**config.mk**
```make
export PLATFORM = sky130hd
export DESIGN_NAME = ram512_dma
export DESIGN_NICKNAME = d
export VERILOG_FILES = /design/src/rtl/hack_mem_pkg.sv /design/src/rtl/ram512_dma.sv
export SDC_FILE = /design/constraint.sdc
export NUM_CORES = 1
export LEC_CHECK = 0
export BUFFER_PORTS_ARGS = -buffer_cell sky130_fd_sc_hd__buf_4
export CORE_AREA = 2 2 93 117
export DETAILED_ROUTE_END_ITERATION = 16
export DIE_AREA = 0 0 95 119
export PLACE_DENSITY = 0.79
export REMOVE_ABC_BUFFERS = 1
export SLEW_MARGIN = 15
export SYNTH_ARGS = -nofsm -noshare
export SYNTH_HDL_FRONTEND = slang
export SYNTH_SLANG_ARGS = --single-unit
```
**constraint.sdc**
```tcl
create_clock -name clk -period 4.1 [get_ports clk]
set_input_delay 0.615 -clock clk [delete_from_list [all_inputs] [get_ports clk]]
set_output_delay 0.615 -clock clk [all_outputs]
set_load 0.05 [all_outputs]
```
**src/rtl/hack_mem_pkg.sv**
```systemverilog
// ---------------------------------------------------------------------------
// hack_mem_pkg
// Shared constants and types for the RAM512 block-move engine.
//   AW        : address width (512-word space)
//   DW        : data word width
//   LW        : length/count width, wide enough to hold RAM_DEPTH itself
//   RAM_DEPTH : number of words in the memory
//   OP_COPY / OP_FILL : encodings of the op input
//   dma_state_t       : controller states
//   clamp_length()    : limits a requested length to RAM_DEPTH
// ---------------------------------------------------------------------------
package hack_mem_pkg;

    localparam int AW        = 9;
    localparam int DW        = 16;
    localparam int LW        = 10;
    localparam int RAM_DEPTH = 512;

    localparam logic OP_COPY = 1'b0;
    localparam logic OP_FILL = 1'b1;

    typedef enum logic [2:0] {
        IDLE,
        RD,
        WR,
        FILL,
        DONE
    } dma_state_t;

    // A request longer than the whole memory can only ever touch every word
    // once, so anything beyond RAM_DEPTH is treated as exactly RAM_DEPTH.
    function automatic logic [LW-1:0] clamp_length(input logic [LW-1:0] len);
        if (len > LW'(RAM_DEPTH)) begin
            return LW'(RAM_DEPTH);
        end
        return len;
    endfunction

endpackage

```
**src/rtl/ram512_dma.sv**
```systemverilog
// ---------------------------------------------------------------------------
// ram512_dma
// Block copy / block fill engine that masters a RAM512-style memory port.
// Copy moves 'length' words from src_addr to dst_addr in ascending order,
// two cycles per word (read, then write). Fill writes fill_data to 'length'
// words starting at dst_addr, one word per cycle. Addresses wrap modulo 512.
//
// Ports:
//   clk, reset          : clock, synchronous active-high reset
//   start, op           : command strobe (taken only when idle), 0=copy 1=fill
//   src_addr, dst_addr  : base addresses of the command
//   length              : word count, 0..512 (larger values clamp to 512)
//   fill_data           : constant written by a fill
//   busy, done          : command in progress / one-cycle completion pulse
//   words_done          : words written so far by the current command
//   mem_address, mem_in, mem_load : memory address, write data, write strobe
//   mem_out             : combinational read data from the memory
// ---------------------------------------------------------------------------
module ram512_dma
    import hack_mem_pkg::*;
(
    input  logic          clk,
    input  logic          reset,
    input  logic          start,
    input  logic          op,
    input  logic [AW-1:0] src_addr,
    input  logic [AW-1:0] dst_addr,
    input  logic [LW-1:0] length,
    input  logic [DW-1:0] fill_data,
    output logic          busy,
    output logic          done,
    output logic [LW-1:0] words_done,
    output logic [AW-1:0] mem_address,
    output logic [DW-1:0] mem_in,
    output logic          mem_load,
    input  logic [DW-1:0] mem_out
);

    dma_state_t    state, state_next;

    logic [AW-1:0] src_base, src_base_next;
    logic [AW-1:0] dst_base, dst_base_next;
    logic [LW-1:0] count, count_next;
    logic [DW-1:0] fill_value, fill_value_next;
    logic [LW-1:0] idx, idx_next;

    logic          busy_next;
    logic          done_next;
    logic [LW-1:0] words_done_next;
    logic [AW-1:0] mem_address_next;
    logic [DW-1:0] mem_in_next;
    logic          mem_load_next;

    logic [LW-1:0] idx_plus;
    logic [LW-1:0] req_count;
    logic          last_word;

    assign idx_plus  = idx + LW'(1);
    assign req_count = clamp_length(length);
    assign last_word = (idx_plus == count);

    // Every output is a register. The combinational block below works out
    // what each output must show during the *next* cycle, so the memory
    // port sees an address, data and strobe that are stable for a whole
    // cycle and only move at clock edges. The op bit is not kept after
    // acceptance because the chosen state (RD vs FILL) already records it.
    always_comb begin
        state_next       = state;
        src_base_next    = src_base;
        dst_base_next    = dst_base;
        count_next       = count;
        fill_value_next  = fill_value;
        idx_next         = idx;
        busy_next        = busy;
        done_next        = 1'b0;
        words_done_next  = words_done;
        mem_address_next = mem_address;
        mem_in_next      = mem_in;
        mem_load_next    = 1'b0;

        case (state)
            IDLE: begin
                busy_next = 1'b0;
                if (start) begin
                    src_base_next   = src_addr;
                    dst_base_next   = dst_addr;
                    count_next      = req_count;
                    fill_value_next = fill_data;
                    idx_next        = '0;
                    words_done_next = '0;
                    if (req_count == '0) begin
                        state_next = DONE;
                        done_next  = 1'b1;
                    end else if (op == OP_FILL) begin
                        state_next       = FILL;
                        busy_next        = 1'b1;
                        mem_address_next = dst_addr;
                        mem_in_next      = fill_data;
                        mem_load_next    = 1'b1;
                    end else begin
                        state_next       = RD;
                        busy_next        = 1'b1;
                        mem_address_next = src_addr;
                    end
                end
            end

            // The read address has been on the port for a full cycle, so
            // mem_out is valid here; it goes straight into the write-data
            // register, which doubles as the copy's holding register.
            RD: begin
                state_next       = WR;
                mem_address_next = dst_base + idx[AW-1:0];
                mem_in_next      = mem_out;
                mem_load_next    = 1'b1;
            end

            // The write happens at the edge that leaves this state, which
            // is also when the word is counted.
            WR: begin
                idx_next        = idx_plus;
                words_done_next = words_done + LW'(1);
                if (last_word) begin
                    state_next = DONE;
                    busy_next  = 1'b0;
                    done_next  = 1'b1;
                end else begin
                    state_next       = RD;
                    mem_address_next = src_base + idx_plus[AW-1:0];
                end
            end

            // Back-to-back writes: the strobe stays high and the address
            // steps at each edge, each edge committing one word.
            FILL: begin
                idx_next        = idx_plus;
                words_done_next = words_done + LW'(1);
                if (last_word) begin
                    state_next = DONE;
                    busy_next  = 1'b0;
                    done_next  = 1'b1;
                end else begin
                    mem_address_next = dst_base + idx_plus[AW-1:0];
                    mem_in_next      = fill_value;
                    mem_load_next    = 1'b1;
                end
            end

            DONE: begin
                state_next = IDLE;
                busy_next  = 1'b0;
            end

            default: begin
                state_next = IDLE;
                busy_next  = 1'b0;
            end
        endcase
    end

    // State register. Reset abandons any command on the spot; words that
    // were already committed to memory stay there.
    always_ff @(posedge clk) begin
        if (reset) begin
            state <= IDLE;
        end else begin
            state <= state_next;
        end
    end

    // Command latches, word index and all registered outputs.
    always_ff @(posedge clk) begin
        if (reset) begin
            src_base    <= '0;
            dst_base    <= '0;
            count       <= '0;
            fill_value  <= '0;
            idx         <= '0;
            busy        <= 1'b0;
            done        <= 1'b0;
            words_done  <= '0;
            mem_address <= '0;
            mem_in      <= '0;
            mem_load    <= 1'b0;
        end else begin
            src_base    <= src_base_next;
            dst_base    <= dst_base_next;
            count       <= count_next;
            fill_value  <= fill_value_next;
            idx         <= idx_next;
            busy        <= busy_next;
            done        <= done_next;
            words_done  <= words_done_next;
            mem_address <= mem_address_next;
            mem_in      <= mem_in_next;
            mem_load    <= mem_load_next;
        end
    end

endmodule

```
### Yosys cells after proc, flatten, opt, wreduce, memory -nomap -nowiden

Cells that the tools add are included.

* flip-flop bits (word level): 95
* input port bits: 64
* output and inout port bits: 38

* add/subtract/negate cells: 5
* $lt $le $gt $ge: 1
* equality and inequality tests: 11
* mux-type cells: 36
* bitwise gates (word level): 1
* reduce and logical (&&, ||, !) cells: 12

Operators by type and width (count)
* two-way mux 16 bit: 4
* case mux 16 bit (3 select lines): 1
* two-way mux 9 bit: 5
* case mux 10 bit (2 select lines): 2
* case mux 9 bit (4 select lines): 1
* two-way mux 10 bit: 3
* adder 9 bit: 3
* adder 10 x 1 -> 10 bit (second input constant): 2
* two-way mux 3 bit: 4
* inequality test 2 bit (second input constant): 6
* case mux 3 bit (4 select lines): 1
* two-way mux 1 bit: 11
* equality test 10 bit: 1
* greater-than comparator 10 bit (second input constant): 1
* zero test 10 bit: 1
* AND reduction 5 bit: 2
* AND reduction 2 bit: 4
* equality test 3 x 2 -> 1 bit (second input constant): 2
* case mux 1 bit (3 select lines): 2
* nonzero test 4 bit: 1
* equality test 3 x 1 -> 1 bit (second input constant): 1
* zero test 3 bit: 1
* nonzero test 3 bit: 1
* two-way mux 2 bit: 1
* 5 further kinds: 5

### Longest topological paths before layout

* depth in word-level cells: 7
* depth in mapped cells: 13
* mapped depth without buffers: 12

### Worst setup path after synthesis

No wires, ideal clock.

* path kind: reg2reg
* start point: register state[0]
* end point: register mem_address[8]
* setup time: 121 ps
* arrival: 3122 ps
* path slack: 857 ps
* cell stages (with the launch flop): 13
* buffers on the path: 2
* clock period less this slack: 3243 ps
* cell sequence: dfxtp_1 > clkbuf_1 > nor2b_1 > clkbuf_1 > nand2_1 > mux2_2 > fa_1 > a21o_1 > a2111oi_0 > nor3_1 > xnor2_1 > a221oi_1 > o21bai_1

* longest elaborated chain between the ends: 3
* elaborated cells on any way between the ends: 11
* those cells by class: eq/ne (7); mux (1); reduce/logical (3)

RTL lines
* start, declared: line ram512_dma.sv:39 `dma_state_t state, state_next;`
* start signal, assigned: line ram512_dma.sv:167 `state <= state_next;`
* equality test 3 x 2 -> 1 bit (tied with other cells): line ram512_dma.sv:81 `case (state)`
* nonzero test 4 bit (no source line) or inequality test 2 bit (tied branches)
* AND reduction 5 bit (no source line)
* end signal, assigned: line ram512_dma.sv:194 `mem_address <= mem_address_next;`
* end, declared: line ram512_dma.sv:33 `output logic [AW-1:0] mem_address,`

Several ways; a longest one is shown, not always the timed one.
A chain may end at the register's enable or synchronous reset.

### Worst setup path after layout

* start point: register idx[0]
* end point: register mem_address[6]

* longest elaborated chain between the ends: 4
* elaborated cells on any way between the ends: 11
* those cells by class: add/sub (4); eq/ne (3); mux (3); reduce/logical (1)

RTL lines
* start, declared: line ram512_dma.sv:45 `logic [LW-1:0] idx, idx_next;`
* start signal, assigned: line ram512_dma.sv:190 `idx <= idx_next;`
* adder 10 x 1 -> 10 bit: line ram512_dma.sv:58 `assign idx_plus = idx + LW'(1);`
* adder 9 bit (tied with other cells): line ram512_dma.sv:143 `mem_address_next = dst_base + idx_plus[AW-1:0];`
* two-way mux 9 bit (tied with other cells): line ram512_dma.sv:138 `if (last_word) begin`
* case mux 9 bit (4 select lines) or AND reduction 5 bit (tied branches)

Several ways; a longest one is shown, not always the timed one. The select of a mux whose other input is x is not followed.

==> impl_results.md <==
- Post-synthesis xor/xnor area fraction: 0.06546
- Initial DRC Count: between 300 and 400
- Final #Nets: 850
- P_leak: between 2 and 3 nW
- Reg clk slew, reported paths: 0.07 ns
- Combinational Power Share: 0.271
- DRC: 0
- CP arrival: roughly 3.6 ns
- Place WS: 0.8323 ns
- RD Place Congestion: 1.005
- Seq cells post-synth: 95
- Worst Path Class, Setup: flip-flop to flip-flop
- Sw frac: 0.3405
- Number of global-route vias before repair: 4919
- Largest cells by area after synthesis: dfxtp_1, mux2i_1, nand2_1
- Sw Pwr: ~0.00086 W
- # rows: 42
- Compound-Gate Fraction of Synth Area: 0.1671
- Worst slew pin tran: 1.080 ns
- Post_cts resized: 0
- Die width: 95 um
- H-tree depth: 3
- Startpoint Class: flip-flop
- Remaining Overflow, GRT: 0
- Int Pwr: between 0.0015 and 0.002 W
- Root Driver: clkbuf_16
- Final WL: 14370 um
- Commonest cells post-synth: nand2_1, dfxtp_1, a21oi_1, nor2_1, mux2i_1
- Most numerous cell in the Yosys netlist: nand2_1
- RSZ-0062 raised after global routing: false
- Initial antenna violation count: 0
- Largest family of logic cells by synthesized area: simple AND/OR/NAND/NOR gates
- Overall power: 0.002515 W
- Hold Crit Class: flip-flop to flip-flop
- Register area share after synthesis: 0.3396
- Max VDD drop: 0.0002000 V
- Hold Crit Start: fill_value[11]
- GRT Total Usage: 0.2578
- CP startpoint: idx[0]
- DR vias: 5130
- Core box area: 10350 um^2
- Post-synthesis instance area: 5600 um^2
- R2r startpoint: idx[0]
- Max_cap viols: 0
- Post-CTS Setup Inserts: 0
- FFs w/ async S/R, synth: 0
- Routed Antenna Nets: 0
- Clock group share of total power: 0.311
- Setup WS post-layout: 0.7421 ns
- Clk buf depth: 2
- Largest net degree at the start of global routing: 40
- Final setup viols: 0
- Final hold slack: 0.4567 ns
- Sequential share of power: 0.418
- Post-cts hold buffer count: 0
- Global-route wire length before repair: 23310 um
- Detailed-placement wirelength estimate: 10460 um
- Fin crit period: 3.358 ns
- Adder-cell share of the synthesized area: 0.04736
- Clock skew: about 0.0051 ns
- Status: completed
- DRT Pass-1 Iters: 5
- Boundary pin count: a little over 100
- Final Hold Vio Count: 0
- Vias per cell: 5.687
- Slew Viols, Final: 0
- Antenna diodes: 0
- Synth unique cells: 63
- Routed WL per cell: 15.93 um
- Initial Util: 0.5410
- TNS Setup: 0 ns
- Synth Instances: 693
- Synth Area in Simple Gates: 0.2350
- Die Y: approximately 120 um
- Crit-path max FO: 14
- Layout area overhead: 18.16%
- Critical Path End Type: flip-flop
- Post-synth top flop: dfxtp_1
- Relative slew slack: 0.2784
- Synth top area share: 0.3396
- Pwr per Cell Area: 380.1 nW/um^2
- Clock latency on the worst-skew pair: 0.35 ns
- Synth warn: 0
- Dominant cell type by area after synthesis: dfxtp_1
- CTS tree: yes
- Final period util: 0.8190
- Post-synth EDFFs: 0
- # clock sinks: between 90 and 100
- Syn Area/Cell: 8.081 um^2
- TritonCTS buffer count: 9
- Max Freq: 0.2978 GHz
- Die area: about 11000 um^2
- Multiplexer share of the synthesized area: 0.09495
- Layout cell share with drive strength beyond 1: 0.1870
- IO Port Bufs: 101
- WP data required: 4.33 ns
[worst max-delay path: stages, from the launching register on]
cell and delay (ns):
dfxtp_1 0.56, ha_1 0.36, nand3_2 0.30, nor2_1 0.22
xor2_1 0.17, ha_1 0.32, and3_1 0.24, a2111oi_0 0.55
xor2_1 0.19, nor2_1 0.05, o21ai_0 0.19, mux2i_1 0.09
[per-stage QoR]
| step | instance area (um^2) | instances | util |
|---|---|---|---|
| after floorplan | 5359 | 646 | - |
| after global placement | 6347 | 887 | 0.6131 |
| after detailed placement | 6347 | 887 | 0.6131 |
| after CTS | 6618 | 902 | 0.6392 |
| after global routing | 6618 | 902 | 0.6392 |
| final | 6618 | 902 | 0.6392 |
[power by group through the flow]
stage	Clock [W]	Sequential (W)	Combinational (W)
6_report	0.000783	0.00105	0.000682
5_1_grt	0.000824	0.00106	0.000739
4_1_cts	0.000793	0.00105	0.000681
3_5_place_dp	0	0.00107	0.000677
3_3_place_gp	0	0.00107	0.000664
2_1_floorplan	0	0.00120	0.000312
[layer usage]
metal,up-vias,wire [um],GRT usage
met5,-,0,0
met4,0,347,0.08786
met3,28,714,0.03416
met2,151,7331,0.4574
met1,2374,5976,0.3149
li1,2577,-,-
[sequential cells by signal (all words and copies together) (netlist names)]
register / flops
idx: 10
busy: 1
mem_load: 1
src_base: 9
done: 1
count: 10
fill_value: 16
words_done: 10
dst_base: 9
state: 3
mem_address: 9
mem_in: 16
[cell usage in the layout, fill, tap and decap left out, types with 5 or more instances in the layout]
| master | Yosys | routed |
|---|---|---|
| nand2b_1 | 7 | 7 |
| ha_1 | 18 | 18 |
| inv_1 | 10 | 10 |
| nor3b_1 | 12 | 12 |
| or3_1 | 8 | 8 |
| o211ai_1 | 20 | 20 |
| xnor2_1 | 23 | 23 |
| a21oi_1 | 64 | 64 |
| o2111ai_1 | 5 | 5 |
| clkbuf_16 | 0 | 9 |
| and3_1 | 7 | 7 |
| o21ai_0 | 18 | 18 |
| mux2i_1 | 49 | 49 |
| dfxtp_1 | 95 | 95 |
| nor4_1 | 7 | 7 |
| nand3_1 | 8 | 8 |
| nand2_1 | 128 | 128 |
| buf_4 | 2 | 109 |
| nor2_1 | 52 | 51 |
| xor2_1 | 17 | 17 |
| nor3_1 | 23 | 23 |
[final timing paths]
check	slack, ns	endpoint	cells after the start
worst min-delay path	0.46	fill_value[11]	2
worst max register to register	0.74	mem_address[6]	11
worst max-delay path	0.74	mem_address[6]	11
worst min register to register	0.46	fill_value[11]	2
[kinds of logic after synthesis]
kind of cell / after synthesis
AO/OA/AOI/OAI: 148
XOR/XNOR: 41
adder cells (fa/ha/maj): 20
buffers and inverters: 58
flip-flops: 95
multiplexers: 52
AND/OR/NAND/NOR: 279
[layout make-up]
cell class	count	area, um^2
flip-flops and latches	95	1902
repair buffers	109	818.3
fillers	877	3735
inverters	11	41.29
well taps	132	165.2
clock inverters	6	45.04
multi-input cells	540	3421
clock buffers	9	225.2
Power figures use the tool's default switching activity.
